==> src/rtl/ascon_round_ctrl.sv <==
// ASCON permutation round sequencer: drives the external round counter and the datapath enable.
// Optional abort input enabled by defining ASCON_RND_ABORT_EN.
module ascon_round_ctrl #(
  parameter int unsigned ROUND_W   = 4,
  parameter int unsigned PA_ROUNDS = 12,
  parameter int unsigned PB_ROUNDS = 6
) (
  input  logic               clock_i,
  input  logic               resetb_i,
  input  logic               start_i,
  input  logic               mode_i,
  input  logic [ROUND_W-1:0] cnt_i,
  output logic               cnt_en_o,
  output logic               cnt_init_o,
  output logic [ROUND_W-1:0] round_idx_o,
  output logic               perm_en_o,
  output logic               busy_o,
  output logic               done_o
`ifdef ASCON_RND_ABORT_EN
  ,
  input  logic               abort_i
`endif
);

  typedef enum logic [1:0] {
    StIdle = 2'd0,
    StRun  = 2'd1,
    StDone = 2'd2
  } state_e;

  localparam logic [ROUND_W-1:0] PaN = ROUND_W'(PA_ROUNDS);
  localparam logic [ROUND_W-1:0] PbN = ROUND_W'(PB_ROUNDS);
  localparam logic [ROUND_W-1:0] One = ROUND_W'(1);

  state_e             r_state;
  state_e             w_next_state;
  logic [ROUND_W-1:0] r_n;
  logic               w_start;
  logic               w_last;
  logic               w_abort;

`ifdef ASCON_RND_ABORT_EN
  assign w_abort = abort_i;
`else
  assign w_abort = 1'b0;
`endif

  // A start seen while reset is asserted must not enable the counter.
  assign w_start = start_i & resetb_i;
  // Counter values beyond N-1 are a fault; exit rather than hang.
  assign w_last  = (cnt_i >= (r_n - One));

  always_ff @(posedge clock_i) begin
    if (!resetb_i) begin
      r_state <= StIdle;
      r_n     <= PaN;
    end else begin
      r_state <= w_next_state;
      if ((r_state == StIdle) && start_i) begin
        r_n <= mode_i ? PbN : PaN;
      end
    end
  end

  always_comb begin
    w_next_state = r_state;
    cnt_en_o     = 1'b0;
    cnt_init_o   = 1'b0;
    round_idx_o  = '0;
    perm_en_o    = 1'b0;
    busy_o       = 1'b0;
    done_o       = 1'b0;
    unique case (r_state)
      StIdle: begin
        if (w_start) begin
          cnt_en_o     = 1'b1;
          cnt_init_o   = 1'b1;
          w_next_state = StRun;
        end
      end
      StRun: begin
        busy_o      = 1'b1;
        round_idx_o = (PaN - r_n) + cnt_i;
        if (w_abort) begin
          w_next_state = StIdle;
        end else begin
          cnt_en_o  = 1'b1;
          perm_en_o = 1'b1;
          if (w_last) begin
            w_next_state = StDone;
          end
        end
      end
      StDone: begin
        done_o       = 1'b1;
        w_next_state = StIdle;
      end
      default: begin
        w_next_state = StIdle;
      end
    endcase
  end

endmodule

==> config.mk <==
export PLATFORM = sky130hd
export DESIGN_NAME = ascon_round_ctrl
export DESIGN_NICKNAME = d
export VERILOG_FILES = /design/src/rtl/ascon_round_ctrl.sv
export SDC_FILE = /design/constraint.sdc
export NUM_CORES = 1
export LEC_CHECK = 0
export ABC_AREA = 0
export BUFFER_PORTS_ARGS = -buffer_cell sky130_fd_sc_hd__buf_4
export CORE_AREA = 10 10 47 49
export DETAILED_ROUTE_END_ITERATION = 6
export DIE_AREA = 0 0 57 59
export PLACE_DENSITY = 0.46
export REMOVE_ABC_BUFFERS = 1
export SLEW_MARGIN = 20
export SYNTH_ARGS = -nofsm -noshare
export SYNTH_HDL_FRONTEND = slang
export SYNTH_SLANG_ARGS = --single-unit
==> constraint.sdc <==
create_clock -name clock_i -period 1.8 [get_ports clock_i]
set_input_delay 0.18 -clock clock_i [delete_from_list [all_inputs] [get_ports clock_i]]
set_output_delay 0.18 -clock clock_i [all_outputs]
set_load 0.05 [all_outputs]
==> flow_metrics.py, run 1 <==
metrics = {
    "timing": {
        "skew_ns": 0.00318,
        "worst_pin_slew_ns": 0.269,
        "finalCritPeriodShare": 1.09,
        "maxSlewViolCount": 0,
        "setup_ws_ns": -0.159,
        "rsz0062_at_grt": "yes",
        "setup_viol": 1,
        "relSlewSlack": 0.820,
        "period_minus_slack_ns": 1.96,
        "fmax_mhz": 510,
        "finalHoldViolCount": 0,
    },
    "die": {
        "coreArea_mm2": 0.00140,
        "die_x_um": 57,
        "num_rows": 14,
        "io_pins": 17,
        "start_util": 0.225,
        "die_area_mm2": 0.00336,
        "die_h_um": 59,
    },
    "logic_synthesis": {
        "synth_seq_cells": 4,
        "synth_cell_types": 20,
        "yosysSeqAreaShare": 0.254,
        "yosys_warnings": 0,
        "syn_avg_cell_area_um2": 8.52,
        "syn_inst": 37,
        "mappedNetlistArea_um2": 315,
    },
    "outcome": {
        "violations": "setup timing",
        "status": "finished with violations",
    },
    "drt": {
        "post_drt_via_cell_ratio": 4.29,
        "postRouteWirelength_um": 818,
        "drc_errors": 0,
        "via_count": 313,
        "routedWlPerCell_um": 11.2,
        "postRouteAntennaNets": 0,
        "drtPass1Iterations": 1,
        "drtIter0Drc": 0,
    },
    "cells_and_area": {
        "fin_util": 0.363,
        "drive_gt1_frac": 0.491,
        "syn_to_final_growth_pct": 61.5,
        "final_cell_mix": "buf_4 (16), nor2_1 (5)",
        "final_nets": 72,
        "mostFrequentLayoutCell": "buf_4",
        "num-fill-cells": 162,
        "antenna_cells": 0,
    },
    "power": {
        "leakagePower_uw": 0.000263,
        "ir_drop_mv": 0.320,
        "power.total_uw": 427,
        "p_per_area_mw_per_mm2": 839,
    },
    "worst_setup_path": {
        "crit_end": "round_idx_o[3]",
        "r2r_start": "r_n[1]",
        "worst_setup_path_start_kind": "flop",
        "crit_start": "r_n[1]",
        "required_ns": 1.62,
        "crit_path_max_fanout": 2,
        "r2r_setup_slack_ns": 0.53,
        "end_kind": "output pin",
        "arrival_ns": 1.78,
        "crit_type": "flop to output pin",
        "reg2reg_to": "r_state[0]",
        "r2r_cells": 6,
    },
    "job": {
        "maxCapViolCount": 0,
    },
    "cts": {
        "cts.sinks": 4,
        "htree_levels": 1,
        "post_cts_buffers": 0,
        "clk_latency_ns": 0.23,
        "cts.clk_slew.worst_paths_ns": 0.03,
        "numCtsBuffers": 3,
        "clockBufferDepth": 2,
        "clock-root-buffer": "clkbuf_4",
        "cts_tree": "yes",
    },
    "place": {
        "gp_congestion": 0.668,
        "dp_hpwl_um": 720,
        "portBuffers": 16,
        "dp_worst_setup_slack_ns": -0.0284,
    },
    "min_path": {
        "hold_class": "input pin to flop",
    },
    "global_route": {
        "grt_first_pass_wirelength_um": 1350,
        "antenna_found_initial": 0,
        "overflow": 0,
        "grt_max_degree": 7,
        "grt_usage": 0.0515,
        "grt_pass1_vias": 331,
    },
}
power breakdown:
group | total, uW | internal [uW] | switching (uW)
registers | 102 | 97.1 | 5.28
logic | 218 | 82.3 | 136
clock network | 107 | 74.3 | 32.3
per-stage QoR:
step	cells	TNS (ns)	hold slack (ns)	area, um2
after CTS	73	-0.195	0.169	509
after global placement	70	-0.00471	0.406	463
after floorplan	36	-0.609	0.256	308
final	73	-0.159	0.179	509
after global routing	73	-0.320	0.185	509
after detailed placement	70	-0.0284	0.408	463
layer usage:
metal	vias to the layer above	track usage	part of all wire
met5	-	0	0
li1	161	-	-
met2	12	0.0667	0.47
met3	2	0.0343	0.12
met1	138	0.0537	0.39
met4	0	0.0503	0.012
cell usage after synthesis:
| library cell | number | area share |
|---|---|---|
| dfxtp_1 | 4 | 0.25 |
| fa_1 | 1 | 0.063 |
| nor2_1 | 5 | 0.060 |
| and2_4 | 1 | 0.028 |
| and2_1 | 2 | 0.040 |
| a21oi_1 | 2 | 0.032 |
| o211ai_1 | 1 | 0.024 |
| nand2b_1 | 1 | 0.020 |
| nand2_1 | 1 | 0.012 |
| o21a_1 | 1 | 0.024 |
| buf_4 | 1 | 0.024 |
| ha_1 | 4 | 0.16 |
| nor2b_1 | 2 | 0.040 |
| a41o_1 | 1 | 0.032 |
| xnor2_1 | 1 | 0.028 |
| nor3b_2 | 1 | 0.040 |
| inv_1 | 5 | 0.060 |
| xor2_1 | 1 | 0.028 |
| o21ai_0 | 1 | 0.016 |
| or2_1 | 1 | 0.020 |
cells by family after synthesis:
group           Yosys count  synth area share
fa+ha+maj                 5             0.222
compound gates            6             0.127
simple gates             14             0.258
xor+xnor                  2            0.0556
flops                     4             0.254
buf+inv                   6            0.0833
area by class of cell:
type	instances	area, um2	area share
multi-input cells	27	224	0.440
repair buffers	18	143	0.280
flip-flops and latches	4	81.3	0.160
clock buffers	3	22.5	0.0442
well taps	16	20.0	0.0393
inverters	5	18.8	0.0369
repair_timing:
action / in CTS / in global routing
gates resized for setup: 7 / 0
hold buffers: 0 / 0
pin swaps: 1 / 1
setup endpoints to repair: 2 / 2
state kept, by name, summed over array words and instances (netlist names):
signal	count
r_n	2
r_state	2
worst min-delay path by stage:
stage               startpoint     end  slack [ns]  depth (start not counted)
global placement      resetb_i  r_n[3]        0.41                          2
floorplan             resetb_i  r_n[3]        0.26                          1
finish                resetb_i  r_n[3]        0.18                          2
detailed placement    resetb_i  r_n[3]        0.41                          2
CTS                   resetb_i  r_n[3]        0.17                          2
global route          resetb_i  r_n[3]        0.18                          2
worst max-delay path: stages, from the launching register on:
cell     delay, ns
dfxtp_2       0.32
inv_2         0.05
ha_4          0.26
inv_2         0.03
fa_2          0.32
xor2_1        0.16
xnor2_1       0.12
nor2_1        0.11
buf_6         0.17
(Power assumes the default switching activity.)
==> run 2: changes to the inputs <==
Settings changed: BUFFER_PORTS_ARGS -buffer_cell sky130_fd_sc_hd__buf_4 to -buffer_cell sky130_fd_sc_hd__clkbuf_2, CTS_BUF_LIST set to sky130_fd_sc_hd__clkbuf_2 sky130_fd_sc_hd__clkbuf_4 sky130_fd_sc_hd__clkbuf_8.
==> flow_metrics.py, run 2 (synthesis results as in run 1) <==
metrics = {
    "outcome": {
        "status": "finished with violations",
        "violations": "setup timing",
    },
    "place": {
        "gp_congestion": 0.660,
        "dp.cells": 70,
        "portBuffers": 16,
        "dp_hpwl_um": 693,
    },
    "cts": {
        "numCtsBuffers": 3,
        "htree_levels": 1,
        "cts.clk_slew.worst_paths_ns": 0.03,
        "cts_tree": "yes",
        "clockBufferDepth": 2,
        "clock-root-buffer": "clkbuf_4",
        "cts.sinks": 4,
        "clk_latency_ns": 0.23,
    },
    "global_route": {
        "grt_first_pass_wirelength_um": 1260,
        "grt_usage": 0.0467,
        "overflow": 0,
        "antenna_found_initial": 0,
        "grt_pass1_vias": 334,
        "grt_max_degree": 7,
    },
    "drt": {
        "drc_errors": 0,
        "via_count": 326,
        "top_layer": "met3",
        "drtPass1Iterations": 4,
        "wl_met3_um": 96,
        "routedWlPerCell_um": 10.8,
        "post_drt_via_cell_ratio": 4.41,
        "wl_met2_um": 399,
        "postRouteWirelength_um": 802,
        "drtIter0Drc": 4,
        "wl_met1_um": 306,
        "postRouteAntennaNets": 0,
    },
    "power": {
        "ir_drop_mv": 0.341,
        "leakagePower_uw": 0.000260,
        "p_per_area_mw_per_mm2": 864,
        "power.total_uw": 429,
    },
    "die": {
        "start_util": 0.225,
        "io_pins": 17,
        "num_rows": 14,
        "coreArea_mm2": 0.00140,
        "die_x_um": 57,
        "die_area_mm2": 0.00336,
        "die_h_um": 59,
    },
    "cells_and_area": {
        "num-fill-cells": 163,
        "drive_gt1_frac": 0.517,
        "antenna_cells": 0,
        "largest_registers": "r_n (2), r_state (2)",
        "final_cell_mix": "clkbuf_2 (14), nor2_1 (4)",
        "stdcell_count": 74,
        "syn_to_final_growth_pct": 57.5,
        "final_nets": 73,
        "mostFrequentLayoutCell": "clkbuf_2",
    },
    "timing": {
        "fin_setup_tns_ns": -0.217,
        "relSlewSlack": 0.813,
        "finalHoldViolCount": 0,
        "maxSlewViolCount": 0,
        "worst_pin_slew_ns": 0.279,
        "setup_ws_ns": -0.217,
        "finalCritPeriodShare": 1.12,
        "setup_viol": 1,
        "timing.hold.ws_ns": 0.171,
        "rsz0062_at_grt": "yes",
        "skew_ns": 0.00114,
        "period_minus_slack_ns": 2.02,
        "fmax_mhz": 496,
    },
    "min_path": {
        "min_to": "r_n[3]",
        "hp-start": "resetb_i",
        "hold_class": "input pin to flop",
        "hold_path_depth": 2,
    },
    "worst_setup_path": {
        "timing.critical_path.slowest_stage_cell": "fa_2",
        "reg2reg_to": "r_state[0]",
        "r2r_setup_slack_ns": 0.46,
        "crit_type": "flop to output pin",
        "required_ns": 1.62,
        "arrival_ns": 1.84,
        "crit_path_max_fanout": 2,
        "path_cells": "inv_2 -> ha_4 -> inv_2 -> fa_2 -> xor2_1 -> xnor2_1 -> nor2_1 -> buf_12",
        "max_stage_delay_ns": 0.33,
        "r2r_start": "r_n[1]",
        "worst_setup_path_start_kind": "flop",
        "r2r_cells": 6,
        "cpMostUsedCell": "inv_2",
        "end_kind": "output pin",
    },
    "job": {
        "maxCapViolCount": 0,
    },
}
run 2: changes by cell type in the layout (fill, tap and decap cells not counted), sizes merged:
cell / delta
buf: -13
clkbuf: +14
run 2: worst max-delay path by stage:
stage,startpoint,to,slack (ns),depth (start not counted)
finish,r_n[1],round_idx_o[3],-0.22,8
global route,r_n[1],round_idx_o[3],-0.28,8
CTS,r_n[1],round_idx_o[3],-0.25,8
detailed placement,r_n[1],round_idx_o[3],-0.09,8
global placement,r_n[1],round_idx_o[3],-0.06,8
floorplan,r_n[1],round_idx_o[3],-0.38,7
run 2: per-layer routing:
metal / track usage / vias to the layer above
met5: 0 / -
met4: 0.0403 / 0
met3: 0.0215 / 0
met2: 0.0713 / 19
met1: 0.0476 / 146
li1: - / 161
run 2: cell type report:
type	instances	area, um2	share of cell area
timing repair buffer	19	128	0.257
sequential	4	81.3	0.164
multi-input combinational	27	226	0.456
clock buffer	3	22.5	0.0453
tap	16	20.0	0.0403
inverter	5	18.8	0.0378
run 2: worst max-delay path: cells and delay by family, from the launching register on:
family	cells	cell delay, ns
xor gates and xnor gates	2	0.27
adders and majority gates	2	0.59
buffers and inverters	3	0.25
DFF	1	0.32
and+or+nand+nor	1	0.17
run 2: per-stage QoR:
stage	util	worst slack, ns	area (um2)
final	0.354	-0.217	497
after global routing	0.354	-0.283	497
after CTS	0.354	-0.250	495
after detailed placement	0.313	-0.0862	438
after global placement	0.313	-0.0603	438
after floorplan	-	-0.379	308
run 2: report_power, final:
group / leakage, uW / total (uW) / internal (uW) / switching (uW)
clock: 0.0000138 / 107 / 74.3 / 32.7
combinational: 0.000213 / 220 / 79.3 / 141
sequential: 0.0000333 / 102 / 97.1 / 5.05
run 2: what timing repair did:
action | in CTS | in global routing
endpoints found under the setup margin | 2 | 2
pin swaps | 2 | 1
hold buffers | 0 | 0
setup buffers | 1 | 0
gates resized for setup | 8 | 1
